==> config.mk <==
export PLATFORM = sky130hd
export DESIGN_NAME = valid_proxy
export DESIGN_NICKNAME = d
export VERILOG_FILES = /design/src/rtl/valid_proxy.sv
export SDC_FILE = /design/constraint.sdc
export NUM_CORES = 1
export LEC_CHECK = 0
export BUFFER_PORTS_ARGS = -buffer_cell sky130_fd_sc_hd__buf_4
export CELL_PAD_IN_SITES_DETAIL_PLACEMENT = 1
export CELL_PAD_IN_SITES_GLOBAL_PLACEMENT = 1
export CORE_MARGIN = 1
export CORE_UTILIZATION = 35
export CTS_CLUSTER_SIZE = 25
export DETAILED_ROUTE_END_ITERATION = 8
export HOLD_SLACK_MARGIN = 0.08
export PLACE_DENSITY = 0.68
export SLEW_MARGIN = 25
export SYNTH_ARGS = -nofsm -noshare
export SYNTH_HDL_FRONTEND = slang
export SYNTH_SLANG_ARGS = --single-unit
==> constraint.sdc <==
create_clock -name clk -period 1.9 [get_ports clk]
set_input_delay 0.095 -clock clk [delete_from_list [all_inputs] [get_ports clk]]
set_output_delay 0.095 -clock clk [all_outputs]
set_load 0.01 [all_outputs]
==> src/rtl/valid_proxy.sv <==
// Forward-registered valid/ready pipeline of STAGES (1..4) stages with bubble collapse.
// Also provides occupancy, a wrapping transfer counter and a saturating stall counter.
module valid_proxy #(
  parameter int DATA_W = 8,
  parameter int STAGES = 2
) (
  input  logic              clk,
  input  logic              rst_n,
  input  logic [DATA_W-1:0] up_data,
  input  logic              up_valid,
  output logic              up_ready,
  output logic [DATA_W-1:0] down_data,
  output logic              down_valid,
  input  logic              down_ready,
  output logic [2:0]        occupancy,
  output logic [15:0]       xfer_cnt,
  output logic [15:0]       stall_cnt
);

  logic [STAGES-1:0] r_v;
  logic [DATA_W-1:0] r_d [STAGES];
  logic [15:0]       r_xfer;
  logic [15:0]       r_stall;

  logic [STAGES-1:0] w_rdy;
  logic [STAGES-1:0] w_mask;
  logic [STAGES-1:0] w_in_v;
  logic [DATA_W-1:0] w_in_d [STAGES];
  logic              w_xfer;
  logic              w_stall;

  function automatic logic [2:0] f_popcount(input logic [STAGES-1:0] v);
    logic [2:0] c;
    c = 3'd0;
    for (int k = 0; k < STAGES; k++) begin
      c = c + {2'b00, v[k]};
    end
    return c;
  endfunction

  // Stage k is ready unless it and every stage downstream of it is full while
  // downstream stalls; this is the r[k] = ~v[k] | r[k+1] chain unrolled.
  always_comb begin
    w_mask = '0;
    w_rdy  = '0;
    for (int k = 0; k < STAGES; k++) begin
      w_mask   = {STAGES{1'b1}} << k;
      w_rdy[k] = down_ready | ~(&(r_v | ~w_mask));
    end
  end

  // Input of each stage: upstream port for stage 0, previous stage otherwise.
  always_comb begin
    w_in_v    = '0;
    w_in_v[0] = up_valid;
    w_in_d[0] = up_data;
    for (int k = 1; k < STAGES; k++) begin
      w_in_v[k] = r_v[k-1];
      w_in_d[k] = r_d[k-1];
    end
  end

  // Pipeline stage registers; data only loads when the incoming valid is set.
  always_ff @(posedge clk or negedge rst_n) begin
    if (!rst_n) begin
      r_v <= '0;
      for (int k = 0; k < STAGES; k++) begin
        r_d[k] <= '0;
      end
    end else begin
      for (int k = 0; k < STAGES; k++) begin
        if (w_rdy[k]) begin
          r_v[k] <= w_in_v[k];
          if (w_in_v[k]) begin
            r_d[k] <= w_in_d[k];
          end else begin
            r_d[k] <= r_d[k];
          end
        end else begin
          r_v[k] <= r_v[k];
          r_d[k] <= r_d[k];
        end
      end
    end
  end

  assign w_xfer  = r_v[STAGES-1] & down_ready;
  assign w_stall = r_v[STAGES-1] & ~down_ready;

  // Handshake counter wraps; stall counter saturates.
  always_ff @(posedge clk or negedge rst_n) begin
    if (!rst_n) begin
      r_xfer  <= 16'd0;
      r_stall <= 16'd0;
    end else begin
      if (w_xfer) begin
        r_xfer <= r_xfer + 16'd1;
      end else begin
        r_xfer <= r_xfer;
      end
      if (w_stall && (r_stall != 16'hFFFF)) begin
        r_stall <= r_stall + 16'd1;
      end else begin
        r_stall <= r_stall;
      end
    end
  end

  assign up_ready   = w_rdy[0];
  assign down_valid = r_v[STAGES-1];
  assign down_data  = r_d[STAGES-1];
  assign occupancy  = f_popcount(r_v);
  assign xfer_cnt   = r_xfer;
  assign stall_cnt  = r_stall;

endmodule
==> summary.txt, run 1 <==
DETAILED ROUTING
-----------------------------------------------------------------------------------------------------------------
Number of DRC markers after the initial detailed-route iteration                                               36
Per-cell via count in the routed design                                                                      4.82
Total wire length                                                                                         4750 um
Pre-antenna DRT Iters                                                                                           4
Remaining design rule violation count                                                                           0
Antenna Violating Nets Remaining                                                                                0
Vias after detailed routing                                                                                 1,512
Mean routed wirelength per cell                                                                           15.1 um

CTS
-----------------------------------------------------------------------------------------------------------------
Maximum level of the CTS H-tree                                                                                 2
Post-CTS setup buffers                                                                                          0
Cts bufs inserted                                                                                               5
Cts hold-fix bufs                                                                                               9
Clk Latency, worst-skew pair                                                                              0.31 ns
CTS clk-pin slew, worst paths                                                                             0.09 ns
Clock Tree Root                                                                                      sky130_fd_sc_hd__clkbuf_8
Post-CTS resize count                                                                                           0
Clock tree from TritonCTS                                                                                   built
Clock sink total                                                                                               50
Largest buffer count on any clock path                                                                          2

STA
-----------------------------------------------------------------------------------------------------------------
Clock period minus worst slack                                                                            1.71 ns
Layout Skew                                                                                            0.00564 ns
Post-route fraction of the period consumed by the critical path                                             90.0%
Final Slew Violations                                                                                           0
Headroom to the max-slew limit                                                                              57.9%
Final worst-path setup slack                                                                             0.189 ns
Final Hold Violating Endpoints                                                                                  0
Top achievable clock speed                                                                                584 MHz
Slew at the pin with the worst max-slew slack                                                            0.631 ns
Unrepaired setup endpoints after global routing                                                             false
Setup Total Neg Slack                                                                                        0 ns
# setup viols final                                                                                             0

POWER
-----------------------------------------------------------------------------------------------------------------
Power per unit of standard cell area                                                                  1040 mW/mm2
Internal Dissipation                                                                                      2.04 mW
Combinational share of power                                                                                27.8%
Switching power as a share of total power                                                                   31.6%
Worst IR Drop VDD                                                                                          669 uV
Clock power share                                                                                           22.3%
Reported net switching power                                                                               945 uW
Portion of total power attributed to sequential cells                                                       49.9%
Total Power                                                                                               2.99 mW
Static leakage                                                                                            1.34 nW

GLOBAL ROUTE
-----------------------------------------------------------------------------------------------------------------
Number of global-route vias before repair                                                                   1,578
First-pass GRT wire length                                                                                7850 um
Total routing resource utilization after global routing                                                     15.8%
Pin count of the biggest net entering global routing                                                           51
Initial antenna violation count                                                                                 0
Remaining global-route overflow                                                                                 0

SYNTH
-----------------------------------------------------------------------------------------------------------------
Synth area leader                                                                                    sky130_fd_sc_hd__dfrtp_1
Share of cell area taken by muxes after synthesis                                                           9.12%
Post-synthesis instance area                                                                          0.00226 mm2
Compound-cell area share of the yosys netlist                                                              0.221%
Cell types with the largest area share after synthesis                                               sky130_fd_sc_hd__dfrtp_1 (55%), sky130_fd_sc_hd__xnor2_1 (8.9%), sky130_fd_sc_hd__mux2_2 (8.5%), sky130_fd_sc_hd__nand4_1 (3.6%), sky130_fd_sc_hd__buf_4 (3.0%)
Largest family of logic cells by synthesized area                                                    simple AND/OR/NAND/NOR gates
Average footprint of a synthesized cell                                                                  12.8 um2
Register bit count reported by yosys                                                                           50
Arithmetic-cell share of the synthesized area counting full adders, half adders and majority gates          1.66%
Share of Yosys cell area claimed by the top area cell type                                                  55.3%
Synth Net Count                                                                                               192
Fraction of the mapped netlist area in simple logic gates                                                   18.1%
Number of distinct standard cells referenced by the synthesized netlist                                        30
Number of cells produced by synthesis                                                                         177
XOR/XNOR Fraction of Synth Area                                                                             11.6%
Post-synthesis sequential area ratio                                                                        55.3%
Number of synthesis warnings                                                                                    0

WORST SETUP PATH
-----------------------------------------------------------------------------------------------------------------
Maximum single-stage delay on the critical path                                                           0.44 ns
Master of the slowest instance on the critical path                                                  sky130_fd_sc_hd__dfrtp_1
Number of buffer and inverter stages on the critical path                                                       0
Logic depth of the worst setup path including buffers                                                           5
List of cells traversed by the critical path                                                         ha_1 > and4_1 > nand4_4 > and2_4 > mux2_4
Classification of the worst setup path                                                               flop to flop
Family with the most delay on the worst path                                                         simple AND/OR/NAND/NOR gates
Worst setup EP type                                                                                          flop
Arrival @ worst endpoint                                                                                  1.91 ns
Required time of the critical path                                                                        2.10 ns
Launching instance or port of the critical path                                                      stall_cnt[0]
Worst r2r path cells                                                                                            5
Highest fanout seen on the critical path                                                                        8
Launch point of the worst reg-to-reg path                                                            stall_cnt[0]
Nature of the critical path startpoint                                                                       flop

FLOORPLAN
-----------------------------------------------------------------------------------------------------------------
Rows                                                                                                           28
Number of top-level pins                                                                                       57
Die height                                                                                                82.4 um
Starting Density                                                                                            37.3%
Die Footprint                                                                                         0.00679 mm2
Die X-Extent                                                                                              82.4 um
Area of the core                                                                                      0.00606 mm2

PLACEMENT
-----------------------------------------------------------------------------------------------------------------
Cell area after placement                                                                             0.00269 mm2
Cells after DPL                                                                                               297
Count of port buffers added during placement                                                                   55
Dpl ws                                                                                                   0.209 ns
Global placement routability congestion                                                                     0.797
Post-detailed-placement half-perimeter wirelength                                                         3340 um

STATUS
-----------------------------------------------------------------------------------------------------------------
Outcome                                                                                                 completed

LAYOUT
-----------------------------------------------------------------------------------------------------------------
Number of fillers in the final layout                                                                         647
Count of inserted antenna diode cells                                                                           0
FF/Latch Area                                                                                         0.00125 mm2
Area taken by multi-input logic gates                                                                     926 um2
Leading cell type in the layout, fill and taps excluded                                              sky130_fd_sc_hd__buf_4
Synth-to-layout area growth                                                                                 27.3%
Proportion of layout cells with a drive suffix above 1                                                      38.5%
Total Nets Final                                                                                              253
Area of all placed cells without fillers                                                              0.00288 mm2
Leading cell types in the layout, fill and taps excluded                                             sky130_fd_sc_hd__buf_4 (55), sky130_fd_sc_hd__dfrtp_1 (50), sky130_fd_sc_hd__xnor2_1 (23)
Post-Layout Cell Count                                                                                        314

FLOW RUN
-----------------------------------------------------------------------------------------------------------------
Max-capacitance violation count                                                                                 0

MIN PATH
-----------------------------------------------------------------------------------------------------------------
Tightest Hold Check Type                                                                             input port to flop
Hold Path Cell Cnt                                                                                              3
Hold path startpoint                                                                                   down_ready

power groups by stage:
stage	Clock [mW]	Combinational (mW)	Sequential, mW
floorplan	0	0.448	1.52
global placement	0	0.814	1.50
detailed placement	0	0.830	1.52
CTS	0.699	0.849	1.50
global route	0.748	0.914	1.53
finish	0.666	0.832	1.49
sequential cells by signal, indices dropped and copies added (netlist names):
register   count
r_v            2
down_data      8
r_d            8
xfer_cnt      16
stall_cnt     16
Yosys cell counts:
library cell               instances
sky130_fd_sc_hd__nand2_1          12
sky130_fd_sc_hd__nand3_1           8
sky130_fd_sc_hd__dfrtp_1          50
sky130_fd_sc_hd__nand2_2           1
sky130_fd_sc_hd__nor3_2            2
sky130_fd_sc_hd__o21ai_0           1
sky130_fd_sc_hd__buf_6             1
sky130_fd_sc_hd__mux2_2           17
sky130_fd_sc_hd__nor3_1            1
sky130_fd_sc_hd__and3_1            6
sky130_fd_sc_hd__or3_1             1
sky130_fd_sc_hd__buf_4             9
sky130_fd_sc_hd__nor4_2            2
sky130_fd_sc_hd__mux2_4            1
sky130_fd_sc_hd__xnor2_1          23
sky130_fd_sc_hd__and4_1            2
sky130_fd_sc_hd__nor4b_2           2
sky130_fd_sc_hd__nand4_1          13
sky130_fd_sc_hd__inv_1             2
sky130_fd_sc_hd__nand2b_1          3
sky130_fd_sc_hd__and2_4            1
sky130_fd_sc_hd__and4_2            1
sky130_fd_sc_hd__nor2b_1           1
sky130_fd_sc_hd__conb_1            1
sky130_fd_sc_hd__and2_1            2
sky130_fd_sc_hd__nor2_1            2
sky130_fd_sc_hd__and4_4            1
sky130_fd_sc_hd__ha_1              3
sky130_fd_sc_hd__nand4_4           1
sky130_fd_sc_hd__xor2_1            7
path summary, 6_finish.rpt:
kind | end | slack [ns]
setup reg to reg | stall_cnt[1] | 0.19
hold reg to reg | xfer_cnt[15] | 0.48
hold / removal | xfer_cnt[2] | 0.1
setup / recovery | stall_cnt[1] | 0.19
max in group asynchronous | xfer_cnt[2] | 1.13
min in group asynchronous | xfer_cnt[15] | 0.34
cells by family after synthesis:
family          Yosys count
buf+inv                  12
compound gates            1
flops                    50
fa+ha+maj                 3
xor+xnor                 30
other cells               1
mux                      18
simple gates             62
layout make-up:
class	instances	share of cell area, %
Timing Repair Buffer	64	17.5
Inverter	2	0.261
Sequential cell	50	43.4
Multi-Input combinational cell	115	32.1
Tap cell	75	3.26
Clock inverter	2	0.565
Clock buffer	6	2.87
per-stage QoR:
stage               hold WS (ns)  util (%)
global placement           0.170      44.4
CTS                       0.0974      47.5
detailed placement         0.171      44.4
finish                    0.0998      47.5
global route              0.0984      47.5
floorplan                 -0.201         -
worst min-delay path: cells and delay by family:
| family | cells | cell delay [ns] |
|---|---|---|
| xor gates and xnor gates | 1 | 0.06 |
| buffers and inverters | 1 | 0.13 |
| and+or+nand+nor | 1 | 0.09 |
routing by layer:
layer	vias to the layer above	wire length, um	global-route usage, %
met5	-	0	0
met4	0	27	4.74
met3	2	283	5.27
met2	36	2150	23.4
met1	746	2290	21.7
li1	728	-	-
No activity file was read; power rests on OpenSTA's default activity.
==> run 2: changes to the inputs <==
--- a/config.mk
+++ b/config.mk
@@ -5,7 +5,7 @@
 export SDC_FILE = /design/constraint.sdc
 export NUM_CORES = 1
 export LEC_CHECK = 0
-export BUFFER_PORTS_ARGS = -buffer_cell sky130_fd_sc_hd__buf_4
+export BUFFER_PORTS_ARGS = -buffer_cell sky130_fd_sc_hd__buf_2
 export CELL_PAD_IN_SITES_DETAIL_PLACEMENT = 1
 export CELL_PAD_IN_SITES_GLOBAL_PLACEMENT = 1
 export CORE_MARGIN = 1
==> run 2 against run 1 <==
Via count grew 0.40%. Wire length shrank 3.9%. Final cell count is the same. Power shrank 7.0%. Final area shrank 4.8%. Count of clock-buffer cells in the layout shrank 1. Utilization shrank 2.3 points. Setup slack gained 0.015 ns. Critical path depth is the same. Flip-flop and latch count is the same.
==> summary.txt, run 2 (synthesized netlist as in run 1, its figures left out) <==
STATUS
-------------------------------------------------------------------------------
Outcome                                                               completed

GLOBAL ROUTE
-------------------------------------------------------------------------------
Remaining global-route overflow                                               0   unchanged
Pin count of the biggest net entering global routing                         27   -47%
Met2 routing resource usage after global routing                          25.8%   +2.4 points
Initial antenna violation count                                               0   unchanged
Number of global-route vias before repair                                 1,625   +3.0%
Met1 usage                                                                19.1%   -2.6 points
First-pass GRT wire length                                              7720 um   -1.6%
Total routing resource utilization after global routing                   15.1%   -0.71 points
Global route hottest layer                                                 met2
Met3 Usage GRT                                                            2.86%   -2.4 points

CTS
-------------------------------------------------------------------------------
Cts bufs inserted                                                             5   unchanged
Clock tree from TritonCTS                                                 built
Clock sink total                                                             50   unchanged
Maximum level of the CTS H-tree                                               2   unchanged
Clock Tree Root                                                    sky130_fd_sc_hd__clkbuf_8
Largest buffer count on any clock path                                        2   unchanged
Post-CTS setup buffers                                                        0   unchanged
CTS clk-pin slew, worst paths                                           0.09 ns   about the same
Clk Latency, worst-skew pair                                            0.29 ns   -0.02 ns

MIN PATH
-------------------------------------------------------------------------------
Hold path startpoint                                                 down_ready
Endpoint, Worst Hold                                                xfer_cnt[2]
Tightest Hold Check Type                                           input port to flop
Hold Path Cell Cnt                                                            3   unchanged

WORST SETUP PATH
-------------------------------------------------------------------------------
Maximum single-stage delay on the critical path                         0.44 ns   about the same
Worst r2r path cells                                                          5   unchanged
Launch point of the worst reg-to-reg path                          stall_cnt[0]
List of cells traversed by the critical path                       ha_1 > and4_1 > nand4_4 > and2_4 > mux2_4
Nature of the critical path startpoint                                     flop
Register-to-register setup slack                                        0.20 ns   +0.02 ns
Arrival @ worst endpoint                                                1.87 ns   -0.04 ns
Classification of the worst setup path                             flop to flop
Worst setup EP type                                                        flop
End of the worst register-to-register path                         stall_cnt[1]
Required time of the critical path                                      2.08 ns   -0.02 ns
Master of the slowest instance on the critical path                sky130_fd_sc_hd__dfrtp_1
Highest fanout seen on the critical path                                      8   unchanged

DETAILED ROUTING
-------------------------------------------------------------------------------
Total wire length                                                       4560 um   -3.9%
Pre-antenna DRT Iters                                                         3   -1
Remaining design rule violation count                                         0   unchanged
Number of DRC markers after the initial detailed-route iteration             36   unchanged
Mean routed wirelength per cell                                         14.5 um   -3.9%
Per-cell via count in the routed design                                    4.83   +0.40%
Antenna Violating Nets Remaining                                              0   unchanged
Vias after detailed routing                                               1,518   +0.40%

POWER
-------------------------------------------------------------------------------
Power per unit of standard cell area                                1010 mW/mm2   -2.4%
Static leakage                                                          1.32 nW   -1.5%
Worst IR Drop VDD                                                        583 uV   -13%
Total Power                                                             2.78 mW   -7.0%

STA
-------------------------------------------------------------------------------
Final Slew Violations                                                         0   unchanged
Final Hold Violating Endpoints                                                0   unchanged
Headroom to the max-slew limit                                            59.3%   +1.4 points
Slew at the pin with the worst max-slew slack                          0.610 ns   -0.0217 ns
Setup Total Neg Slack                                                      0 ns   unchanged
Final worst hold slack                                                 0.124 ns   +0.0245 ns
# setup viols final                                                           0   unchanged
Unrepaired setup endpoints after global routing                           false
Post-route fraction of the period consumed by the critical path           89.2%   -0.81 points
Clock period minus worst slack                                          1.70 ns   -0.0155 ns
Top achievable clock speed                                              590 MHz   +0.91%
Layout Skew                                                          0.00543 ns   -0.000212 ns

FLOORPLAN
-------------------------------------------------------------------------------
Number of top-level pins                                                     57   unchanged
Die height                                                              82.4 um   unchanged
Area of the core                                                    0.00606 mm2   unchanged
Starting Density                                                          37.3%   unchanged
Rows                                                                         28   unchanged
Die X-Extent                                                            82.4 um   unchanged
Die Footprint                                                       0.00679 mm2   unchanged

PLACEMENT
-------------------------------------------------------------------------------
Post-detailed-placement half-perimeter wirelength                       3440 um   +3.0%
Count of port buffers added during placement                                 55   unchanged
Global placement routability congestion                                   0.774   -2.9%

LAYOUT
-------------------------------------------------------------------------------
Synth-to-layout area growth                                               21.2%
FF/Latch Area                                                       0.00125 mm2   unchanged
Count of inserted antenna diode cells                                         0   unchanged
Proportion of layout cells with a drive suffix above 1                    38.5%   unchanged
Area taken by multi-input logic gates                                   926 um2   unchanged
Number of fillers in the final layout                                       665   +2.8%
Leading cell types in the layout, fill and taps excluded           sky130_fd_sc_hd__buf_2 (55), sky130_fd_sc_hd__dfrtp_1 (50), sky130_fd_sc_hd__xnor2_1 (23)
Leading cell type in the layout, fill and taps excluded            sky130_fd_sc_hd__buf_2
Total Nets Final                                                            254   +0.40%
Share of the core filled with cells in the final layout                   45.3%   -2.3 points

FLOW RUN
-------------------------------------------------------------------------------
Max-capacitance violation count                                               0   unchanged

## run 2: cell types whose count changed in the layout (fill, tap and decap cells not counted), sizes merged
cell and change:
clkinv +2, inv -1, clkinvlp -1, clkbuf -1, buf +1
## run 2: critical path: cells and delay by family, from the launching register on
kind	cells	cell delay (ns)
fa+ha+maj	1	0.20
mux	1	0.29
flops	1	0.44
simple gates	3	0.66
## run 2: metal layers
layer	up-vias	share of wire [%]
li1	737	-
met1	742	47
met4	0	1.0
met2	34	47
met5	-	0
met3	5	4.3
## run 2: cell type report
type / instances / area share (%)
clock buffer: 5 / 2.51
clock inverter: 2 / 0.365
inverter: 2 / 0.274
multi-input combinational: 115 / 33.8
sequential: 50 / 45.6
tap: 75 / 3.42
timing repair buffer: 65 / 14.1
## run 2: worst max path at each step
stage,slack [ns],from,to
finish,0.20,stall_cnt[0],stall_cnt[1]
global route,0.14,stall_cnt[0],stall_cnt[1]
floorplan,0.28,stall_cnt[0],stall_cnt[1]
CTS,0.21,stall_cnt[0],stall_cnt[1]
global placement,0.28,stall_cnt[0],stall_cnt[1]
detailed placement,0.22,stall_cnt[0],stall_cnt[1]
## run 2: power by group
part / internal (mW) / switching (mW) / leakage (nW)
combinational: 0.369 / 0.358 / 0.645
clock: 0.248 / 0.323 / 0.0438
sequential: 1.27 / 0.209 / 0.635
total: 1.89 / 0.889 / 1.32
## run 2: timing repair
item / 4_1_cts / 5_1_grt
hold endpoints to repair: 33 / 0
gates resized for setup: 0 / 0
hold buffers: 9 / 0
endpoints found under the setup margin: 0 / 0
## run 2: metrics by stage
stage / setup WS (ns) / std cells / instance area, um2
finish: 0.205 / 314 / 2740
floorplan: 0.282 / 177 / 2260
detailed placement: 0.216 / 298 / 2570
global placement: 0.283 / 298 / 2570
CTS: 0.206 / 314 / 2740
global route: 0.138 / 314 / 2740
